**config.mk**
```make
export PLATFORM = sky130hd
export DESIGN_NAME = dds_sweep_ctrl
export DESIGN_NICKNAME = d
export VERILOG_FILES = /design/src/rtl/dds_pkg.sv /design/src/rtl/dds_trig_sync.sv /design/src/rtl/dds_sweep_ctrl.sv
export SDC_FILE = /design/constraint.sdc
export NUM_CORES = 1
export LEC_CHECK = 0
export CAP_MARGIN = 20
export CELL_PAD_IN_SITES_DETAIL_PLACEMENT = 0
export CELL_PAD_IN_SITES_GLOBAL_PLACEMENT = 1
export CORE_MARGIN = 3
export CORE_UTILIZATION = 48
export DETAILED_ROUTE_END_ITERATION = 8
export GPL_TIMING_DRIVEN = 0
export HOLD_SLACK_MARGIN = 0.12
export PLACE_DENSITY_LB_ADDON = 0.08
export REMOVE_ABC_BUFFERS = 1
export SYNTH_ARGS = -nofsm -noshare
export SYNTH_HDL_FRONTEND = slang
export SYNTH_SLANG_ARGS = --single-unit
```
**constraint.sdc**
```tcl
create_clock -name clk -period 19.8 [get_ports clk]
set_input_delay 3.96 -clock clk [delete_from_list [all_inputs] [get_ports clk]]
set_output_delay 3.96 -clock clk [all_outputs]
set_load 0.01 [all_outputs]
```
**src/rtl/dds_pkg.sv**
```systemverilog
// Shared definitions for the DDS sweep controller: default widths, sweep
// mode encodings and the controller state encoding.
package dds_pkg;

  localparam int KW_DEF = 32;
  localparam int PW_DEF = 11;
  localparam int DW_DEF = 16;

  localparam logic [1:0] MODE_ONESHOT = 2'b00;
  localparam logic [1:0] MODE_SAW     = 2'b01;
  localparam logic [1:0] MODE_TRI     = 2'b10;

  typedef enum logic [1:0] {
    ST_IDLE  = 2'b00,
    ST_DWELL = 2'b01,
    ST_DONE  = 2'b10
  } state_e;

endpackage

```
**src/rtl/dds_trig_sync.sv**
```systemverilog
// Brings an asynchronous trigger into the clk domain through two flops and
// turns its rising edge into a single-cycle pulse.
module dds_trig_sync (
  input  logic clk,
  input  logic rst_n,
  input  logic async_i,
  output logic edge_o
);

  logic sync1_q;
  logic sync2_q;
  logic prev_q;

  // Two-stage synchroniser followed by a delayed copy for edge detection
  always_ff @(posedge clk or negedge rst_n) begin
    if (!rst_n) begin
      sync1_q <= 1'b0;
      sync2_q <= 1'b0;
      prev_q  <= 1'b0;
    end else begin
      sync1_q <= async_i;
      sync2_q <= sync1_q;
      prev_q  <= sync2_q;
    end
  end

  assign edge_o = sync2_q & ~prev_q;

endmodule

```
**src/rtl/dds_sweep_ctrl.sv**
```systemverilog
// Linear frequency sweep controller feeding a DDS phase accumulator.
// Produces the frequency word K and phase offset P, stepping K from a start
// word to a stop word with a programmable dwell per step, in one-shot,
// sawtooth or triangle mode.
// Build option: define DDS_SWEEP_TRIG_EN to add the asynchronous ext_trig
// input, whose synchronised rising edge acts as an extra start trigger.
module dds_sweep_ctrl
  import dds_pkg::*;
#(
  parameter int KW = KW_DEF,
  parameter int PW = PW_DEF,
  parameter int DW = DW_DEF
) (
  input  logic          clk,
  input  logic          rst_n,
  input  logic          cfg_valid,
  output logic          cfg_ready,
  input  logic [KW-1:0] cfg_k_start,
  input  logic [KW-1:0] cfg_k_stop,
  input  logic [KW-1:0] cfg_k_step,
  input  logic [DW-1:0] cfg_dwell,
  input  logic [PW-1:0] cfg_phase,
  input  logic [1:0]    cfg_mode,
  input  logic          start,
  input  logic          abort,
`ifdef DDS_SWEEP_TRIG_EN
  input  logic          ext_trig,
`endif
  output logic [KW-1:0] K,
  output logic [PW-1:0] P,
  output logic          busy,
  output logic          step_tick,
  output logic          sweep_done
);

  state_e        state_q;
  logic [KW-1:0] kStart_q, kStop_q, kStep_q;
  logic [KW-1:0] kStart_d, kStop_d, kStep_d;
  logic [DW-1:0] dwell_q, dwell_d;
  logic [PW-1:0] phase_q, phase_d;
  logic [1:0]    mode_q, mode_d;

  logic [KW-1:0] k_q;
  logic [PW-1:0] p_q;
  logic [DW-1:0] cnt_q;
  logic          down_q;
  logic          busy_q;
  logic          tick_q;
  logic          done_q;

  logic          cfgFire;
  logic          trigger;
  logic          go;
  logic [KW:0]   upSum;
  logic [KW:0]   dnDiff;
  logic [KW-1:0] kUp;
  logic [KW-1:0] kDown;
  logic [KW-1:0] kExp;
  logic          downExp;
  logic          finish;

  assign cfg_ready = (state_q == ST_IDLE);
  assign cfgFire   = cfg_valid & cfg_ready;

`ifdef DDS_SWEEP_TRIG_EN
  logic trigEdge;

  dds_trig_sync u_trig_sync (
    .clk     (clk),
    .rst_n   (rst_n),
    .async_i (ext_trig),
    .edge_o  (trigEdge)
  );

  assign trigger = start | trigEdge;
`else
  assign trigger = start;
`endif

  assign go = trigger & ~abort;

  // Next shadow configuration: sanitised new values on a handshake, else hold
  always_comb begin
    kStart_d = kStart_q;
    kStop_d  = kStop_q;
    kStep_d  = kStep_q;
    dwell_d  = dwell_q;
    phase_d  = phase_q;
    mode_d   = mode_q;
    if (cfgFire) begin
      kStart_d = cfg_k_start;
      kStop_d  = (cfg_k_stop < cfg_k_start) ? cfg_k_start : cfg_k_stop;
      kStep_d  = cfg_k_step;
      dwell_d  = (cfg_dwell == '0) ? DW'(1) : cfg_dwell;
      phase_d  = cfg_phase;
      mode_d   = cfg_mode;
    end
  end

  // Shadow configuration registers, only change while idle
  always_ff @(posedge clk or negedge rst_n) begin
    if (!rst_n) begin
      kStart_q <= '0;
      kStop_q  <= '0;
      kStep_q  <= '0;
      dwell_q  <= '0;
      phase_q  <= '0;
      mode_q   <= MODE_ONESHOT;
    end else begin
      kStart_q <= kStart_d;
      kStop_q  <= kStop_d;
      kStep_q  <= kStep_d;
      dwell_q  <= dwell_d;
      phase_q  <= phase_d;
      mode_q   <= mode_d;
    end
  end

  // Saturating step arithmetic, one bit wider so neither direction wraps
  always_comb begin
    upSum  = {1'b0, k_q} + {1'b0, kStep_q};
    dnDiff = {1'b0, k_q} - {1'b0, kStep_q};
    kUp    = (upSum > {1'b0, kStop_q}) ? kStop_q : upSum[KW-1:0];
    kDown  = (dnDiff[KW] || (dnDiff[KW-1:0] < kStart_q)) ? kStart_q : dnDiff[KW-1:0];
  end

  // What happens when a dwell expires: new K, new direction, or completion
  always_comb begin
    kExp    = k_q;
    downExp = down_q;
    finish  = 1'b0;
    if (down_q) begin
      if (k_q == kStart_q) begin
        downExp = 1'b0;
        kExp    = kUp;
      end else begin
        kExp    = kDown;
      end
    end else if (k_q == kStop_q) begin
      if (mode_q == MODE_SAW) begin
        kExp = kStart_q;
      end else if (mode_q == MODE_TRI) begin
        downExp = 1'b1;
        kExp    = kDown;
      end else begin
        finish = 1'b1;
      end
    end else begin
      kExp = kUp;
    end
  end

  // Sweep state machine with registered outputs; abort overrides everything
  always_ff @(posedge clk or negedge rst_n) begin
    if (!rst_n) begin
      state_q <= ST_IDLE;
      k_q     <= '0;
      p_q     <= '0;
      cnt_q   <= '0;
      down_q  <= 1'b0;
      busy_q  <= 1'b0;
      tick_q  <= 1'b0;
      done_q  <= 1'b0;
    end else begin
      unique case (state_q)
        ST_IDLE: begin
          tick_q <= 1'b0;
          done_q <= 1'b0;
          if (go) begin
            state_q <= ST_DWELL;
            k_q     <= kStart_d;
            p_q     <= phase_d;
            cnt_q   <= dwell_d - DW'(1);
            down_q  <= 1'b0;
            busy_q  <= 1'b1;
            tick_q  <= 1'b1;
          end
        end
        ST_DWELL: begin
          if (abort) begin
            state_q <= ST_IDLE;
            busy_q  <= 1'b0;
            tick_q  <= 1'b0;
          end else if (cnt_q != '0) begin
            cnt_q  <= cnt_q - DW'(1);
            tick_q <= 1'b0;
          end else if (finish) begin
            state_q <= ST_DONE;
            done_q  <= 1'b1;
            tick_q  <= 1'b0;
          end else begin
            k_q    <= kExp;
            down_q <= downExp;
            tick_q <= (kExp != k_q);
            cnt_q  <= dwell_q - DW'(1);
          end
        end
        ST_DONE: begin
          state_q <= ST_IDLE;
          busy_q  <= 1'b0;
          tick_q  <= 1'b0;
          done_q  <= 1'b0;
        end
        default: begin
          state_q <= ST_IDLE;
          busy_q  <= 1'b0;
          tick_q  <= 1'b0;
          done_q  <= 1'b0;
        end
      endcase
    end
  end

  assign K          = k_q;
  assign P          = p_q;
  assign busy       = busy_q;
  assign step_tick  = tick_q;
  assign sweep_done = done_q;

endmodule
```
==> results of run 1 <==
==> stage by stage <==
stage                     total power, mW  hold slack (ns)  setup WS [ns]
after floorplan                     2.083           0.4594          9.766
after global placement              2.863           0.4693          6.349
after detailed placement            2.929           0.4696          10.19
after CTS                           3.335           0.4931          10.10
after global routing                3.613           0.5084          9.681
final                               3.406           0.4947          9.728
==> area by class of cell <==
| cell class | instances | area share |
|---|---|---|
| inverter | 177 | 0.03263 |
| timing repair buffer | 195 | 0.1059 |
| tap | 461 | 0.02833 |
| multi-input combinational | 1678 | 0.5682 |
| sequential | 190 | 0.2335 |
| clock buffer | 17 | 0.02089 |
| clock inverter | 15 | 0.01057 |
==> registers in the layout (all words and copies together) (netlist names) <==
signal,count
mode_q,2
cnt_q,16
kStep_q,32
P,11
kStart_q,32
kStop_q,32
K,32
busy,1
step_tick,1
state_q,2
dwell_q,16
down_q,1
phase_q,11
sweep_done,1
==> cells by family (layout without fill, tap and decap cells) <==
| logic type | Yosys count | after routing |
|---|---|---|
| adder cells (fa/ha/maj) | 163 | 163 |
| AO/OA/AOI/OAI | 649 | 649 |
| multiplexers | 103 | 103 |
| buffers and inverters | 318 | 404 |
| AND/OR/NAND/NOR | 616 | 616 |
| XOR/XNOR | 147 | 147 |
| flip-flops | 190 | 190 |
==> cell usage in the layout (no fill, tap or decap), types with 35 or more instances in the layout <==
master           Yosys  routed
a21oi_1            203     203
nand2_1            197     197
dfrtp_1            190     190
nor2_1             182     181
clkdlybuf4s50_1      0     175
inv_1              172     172
ha_1               161     160
o21ai_0            155     155
xnor2_1             96      96
mux2i_1             58      58
xor2_1              51      51
mux2_2              44      44
nand3_1             36      36
a31oi_1             35      35
==> worst max-delay path, cell delays in order (launching register included) <==
cell and delay (ns):
dfrtp_1 0.91, ha_1 0.51, nor4_1 0.48, o311ai_1 0.26
a311oi_1 0.53, nor3_1 0.23, o21ai_0 0.31, a21oi_1 0.16
o311ai_0 0.40, xor2_1 0.31, inv_1 0.08, ha_1 0.32
nand4_1 0.12, nor4_1 0.36, nor4b_1 0.82, nand3_1 0.47
a21oi_4 0.60, buf_16 0.24, mux2i_1 0.49, or2_2 0.21
a211oi_1 0.06, a2111oi_0 0.81, o2111ai_1 0.19, or4_1 0.58
o41a_1 0.48
==> worst paths after layout <==
| check | startpoint | end | cells past startpoint |
|---|---|---|---|
| worst max-delay path | K[5] | step_tick | 24 |
| worst min-delay path | sweep_done | sweep_done | 1 |
| worst max register to register | K[5] | step_tick | 24 |
| worst min register to register | sweep_done | sweep_done | 1 |
| max in group asynchronous | rst_n | kStop_q[23] | 2 |
| min in group asynchronous | rst_n | kStep_q[6] | 1 |
==> power breakdown <==
group	leakage, nW	total, mW	internal (mW)	switching (mW)
logic	6.13	2.35	0.891	1.46
clock network	0.307	0.386	0.196	0.190
registers	2.21	0.669	0.475	0.194
==> layer usage <==
layer  wire (um)  up-vias  GRT usage
met5           0        -          0
met4        2365        0     0.1209
met3        5558      121    0.06208
met2       28590      786     0.5102
met1       29360     8203     0.4780
li1            -     7942          -
==> summary.md, run 1 <==
| Metric | Value |
|---|---|
| RSZ-0062 raised after global routing | `no` |
| Tot GR Track Use | `0.3352` |
| Cell count after placement | `2701` |
| Final Hold Viols | `0` |
| PortBufs | `176` |
| Post-route antenna net violation count | `0` |
| Adder-cell area share of the yosys netlist | `0.1172` |
| Skew final | `0.02106 ns` |
| Peak supply drop | `about 0.000084 V` |
| Fillers | `3410` |
| Critical path startpoint category | `register` |
| Count leader, synth | `a21oi_1` |
| Area leader, netlist | `dfrtp_1` |
| Die Width | `197.1 um` |
| Setup Buffers After CTS | `0` |
| Root Buffer | `clkbuf_16` |
| Largest net degree at the start of global routing | `113` |
| Most frequent cells after synthesis | `a21oi_1 (203), nand2_1 (197), dfrtp_1 (190)` |
| Clock transition at path regs | `0.08 ns` |
| Total Nets Final | `2552` |
| H-tree depth | `4` |
| DRT Pass-1 Iters | `6` |
| Vias in the first global route | `between 15000 and 20000` |
| Netlist Area Pre-Place | `17530 sq um` |
| Max Cap Violations | `0` |
| Register Area | `~4800 sq um` |
| WL per Instance | `around 24 um` |
| N_diodes | `0` |
| Clock sinks | `190` |
| Setup crit end kind | `register` |
| CTS Buffer Depth | `2` |
| Data arrival, critical path | `10.41 ns` |
| Hold buffer count at CTS | `0` |
| CP Max Fanout | `18` |
| Synthesized flop and latch total | `190` |
| Area growth syn-to-layout | `16.16%` |
| Initial antenna violation count | `0` |
| Netlist cell types | `just over 90` |
| Worst slew margin | `0.2762` |
| Outcome | `complete, no violations` |
| Period utilization | `0.5087` |
| Mux contribution to synthesized area | `0.06202` |
| Die Y | `197.1 um` |
| Design Area, Final | `20360 sq um` |
| GP Congestion | `1.024` |
| Minimum clock period | `10.07 ns` |
| Flop2flop setup slack | `9.73 ns` |
| Synth Flop Type | `dfrtp_1` |
| 1st-iter DRT viols | `1745` |
| Synth Area in Simple Gates | `0.1646` |
| Leak | `8.654 nW` |
| Seq/Total Area, Yosys | `0.2712` |
| Syn avg cell area | `8.019 sq um` |
| Multi-input gate area | `around 12000 sq um` |
| EDFF count, synth | `0` |
| Placed Instance Area | `19720 sq um` |
| Largest family of logic cells by synthesized area | `compound AO/OA/AOI/OAI gates` |
| Starting Density | `0.4905` |
| Proportion of layout cells with a drive suffix above 1 | `0.06338` |
| Row cnt | `between 60 and 70` |
| Number of CTS-inserted buffers | `17` |
| Final max-slew violation count | `0` |
| Vias | `17050` |
| Area fraction in compound gates after synthesis | `0.2387` |
| Detailed Place HPWL | `50.96 mm` |
| Worst min path class | `register to register` |
| Share of the synthesized area in the top cell type | `0.2712` |
| Post-synthesis xor/xnor area fraction | `0.07344` |
| PostCTS Resize Cnt | `0` |
| Die footprint | `about 39000 sq um` |
| Slew @ Worst Pin | `roughly 1.1 ns` |
| Via density | `~6.2` |
| Ys async rst share | `1.000` |
| Synthesized instance count | `2186` |
| Clock latency on the worst-skew pair | `0.48 ns` |
| Gr ovfl total | `0` |
| Critical path class | `register to register` |
| Pwr Density | `167.3 nW/um^2` |
| FMAX | `just under 0.1 GHz` |
| Worst EP required | `roughly 20 ns` |
| Final Non-Filler Cells | `approximately 2700` |
| Setup violators final | `0` |
| CTS tree | `done` |
| I/O pins | `177` |
| First-pass GRT wire length | `~99 mm` |
| Core Box Area | `35740 sq um` |
| Synth top area cells | `dfrtp_1 (27%), ha_1 (11%), a21oi_1 (5.8%)` |
| Yosys warning total | `0` |
| DR DRC count | `0` |
| TNS Setup | `0 ns` |
| Detailed Route WL | `about 66 mm` |
| Utilization after layout | `0.5697` |
No activity file was read; power rests on OpenSTA's default activity.
==> run 2, diff against run 1 <==
Settings changed: CORE_UTILIZATION 48 to 40.
Clock period 19.8 ns to 8.4 ns, I/O delays scaled along.
==> run 2 against run 1 <==
Sequential share of layout area decreased by 0.34 points. Global-route usage is 4.6 points lower. First-iteration DRC count down 17%. Clock-buffer cell count up 1. Worst setup slack worse by 9.4 ns. Highest routed layer unchanged.
==> summary.md, run 2 (synthesized netlist as in run 1, its figures left out) <==
| Metric | Value |
|---|---|
| Setup ws final | `0.2869 ns` |
| Critical path startpoint category | `register` |
| Worst path top cell family by delay | `compound AO/OA/AOI/OAI gates` |
| Final Non-Filler Cells | `2862` |
| R2r startpoint | `K[3]` |
| Vias in the first global route | `approximately 17000` |
| Data arrival, critical path | `8.49 ns` |
| CP cell instances | `ha_1 -> o211ai_1 -> a21oi_1 -> o21ai_0 -> a21oi_2 -> a31oi_1 -> o41ai_2 -> a31oi_1 -> xnor2_1 -> ha_1 -> nand4_1 -> nor4_2 -> a221o_1 -> a211oi_4 -> o2bb2ai_4 -> and3_1 -> a31oi_1 -> a221oi_2 -> o21ai_0 -> a2111oi_2 -> nand4_1 -> or4_1 -> o41a_1` |
| Setup violators final | `0` |
| Hold WS | `0.4932 ns` |
| Area growth syn-to-layout | `18.06%` |
| Clock sinks | `190` |
| Number of CTS-inserted buffers | `17` |
| Die footprint | `46370 sq um` |
| Clock latency on the worst-skew pair | `0.52 ns` |
| Gr ovfl total | `0` |
| CP Max Fanout | `17` |
| Period utilization | `0.9658` |
| CTS tree | `done` |
| Post-route antenna net violation count | `0` |
| Tot GR Track Use | `0.2896` |
| Cell count after placement | `2824` |
| Starting Density | `0.4061` |
| Hold buffer count at CTS | `0` |
| Max Cap Violations | `0` |
| CTS Buffer Depth | `2` |
| WL per Instance | `23.61 um` |
| Worst EP required | `8.78 ns` |
| CP max stage delay | `0.61 ns` |
| Root Buffer | `clkbuf_16` |
| Fillers | `4344` |
| DRT Pass-1 Iters | `5` |
| Hold endpoint | `sweep_done` |
| Final max-slew violation count | `0` |
| FMAX | `0.1233 GHz` |
| N_diodes | `0` |
| Pre-CTS WS | `-1.334 ns` |
| Largest net degree at the start of global routing | `94` |
| Worst slew margin | `0.2567` |
| Leak | `8.677 nW` |
| Peak supply drop | `0.0001538 V` |
| CP max-delay cell | `dfrtp_1` |
| Critical path class | `register to register` |
| Row cnt | `76` |
| Skew final | `0.02715 ns` |
| H-tree depth | `4` |
| Via density | `5.915` |
| Detailed Place HPWL | `51.98 mm` |
| Core Box Area | `~43000 sq um` |
| Final Hold Viols | `0` |
| Number of cells on the worst hold path | `1` |
| Clock transition at path regs | `0.08 ns` |
| GP Congestion | `0.9776` |
| Slew @ Worst Pin | `approximately 1.1 ns` |
| Detailed Route WL | `between 60 and 70 mm` |
| First-pass GRT wire length | `roughly 100 mm` |
| FF-to-FF path depth | `23` |
| 1st-iter DRT viols | `1440` |
| Cell mode on critical path | `a31oi_1` |
| Total Nets Final | `2557` |
| Outcome | `complete, no violations` |
| Proportion of layout cells with a drive suffix above 1 | `0.07773` |
| Die Y | `roughly 220 um` |
| Vias | `16930` |
| Worst min path class | `register to register` |
| Pwr Density | `395.9 nW/um^2` |
| Die Width | `~220 um` |
| Most frequent cells in the layout | `a21oi_1 (201), nand2_1 (197), dfrtp_1 (184), nor2_1 (181), clkdlybuf4s50_1 (175)` |
| Most common cell after layout, fill and taps aside | `a21oi_1` |
| Minimum clock period | `8.113 ns` |
| PortBufs | `176` |
| Initial antenna violation count | `0` |
| Setup crit end kind | `register` |
| Worst Min Path Start | `sweep_done` |
| DR DRC count | `0` |
| Buf+Inv Stages, Crit Path | `0` |
| Flop2flop setup slack | `between 0.2 and 0.3 ns` |
| I/O pins | `177` |
| RR Endpoint | `step_tick` |
| TNS Setup | `0 ns` |
run 2: changes by cell type in the layout (fill, tap and decap cells not counted), sizes merged:
cell / previous run / this run
inv: 180 / 179
buf: 20 / 23
clkbuf: 17 / 18
o2bb2ai: 2 / 3
a2bb2oi: 1 / 2
run 2: how the worst max path moves through the flow:
stage          slack (ns)        end   from  cells after the start
2_1_floorplan        0.55  step_tick  K[10]                     23
4_1_cts              0.02  step_tick   K[0]                     26
3_5_place_dp        -1.33  step_tick   K[5]                     24
5_1_grt             -0.02  step_tick   K[6]                     23
6_report             0.29  step_tick   K[3]                     23
3_3_place_gp        -3.30  step_tick  K[10]                     23
run 2: layer usage:
metal,global-route usage,vias up,part of all wire
li1,-,7951,-
met4,0.1082,0,0.035
met3,0.06165,113,0.075
met2,0.4355,663,0.43
met1,0.4087,8201,0.46
met5,0,-,0
run 2: cell type report:
class | count | area [sq um] | area share
multi-input combinational | 1680 | 11750 | 0.5675
sequential | 190 | 4762 | 0.2301
timing repair buffer | 198 | 2156 | 0.1042
tap | 585 | 732.0 | 0.03537
inverter | 177 | 664.4 | 0.03210
clock buffer | 18 | 439.2 | 0.02122
clock inverter | 14 | 197.7 | 0.009552
run 2: repair_timing:
item / CTS / global route
setup endpoints to repair: 1 / 1
resized for setup: 18 / 16
pin swaps: 2 / 1
cloned: 1 / 1
setup buffers: 2 / 2
run 2: worst reg2reg max path, delay by kind of cell (launching register included):
family,cells,cell delay (ns)
flip-flops,1,0.61
XOR/XNOR,1,0.45
adder cells (fa/ha/maj),2,0.95
AND/OR/NAND/NOR,5,1.23
AO/OA/AOI/OAI,15,4.75
run 2: through the flow:
step,power (mW),instance area (sq um),util
floorplan,4.910,16920,-
CTS,7.989,20590,0.4770
finish,8.194,20700,0.4794
detailed placement,6.928,19850,0.4599
global route,8.719,20700,0.4794
global placement,6.814,19410,0.4497
run 2: power breakdown:
group / internal [mW] / leakage [nW] / total [mW] / switching (mW)
logic: 2.17 / 6.16 / 5.72 / 3.56
clock network: 0.463 / 0.308 / 0.902 / 0.439
registers: 1.12 / 2.21 / 1.57 / 0.448
total: 3.75 / 8.68 / 8.19 / 4.44
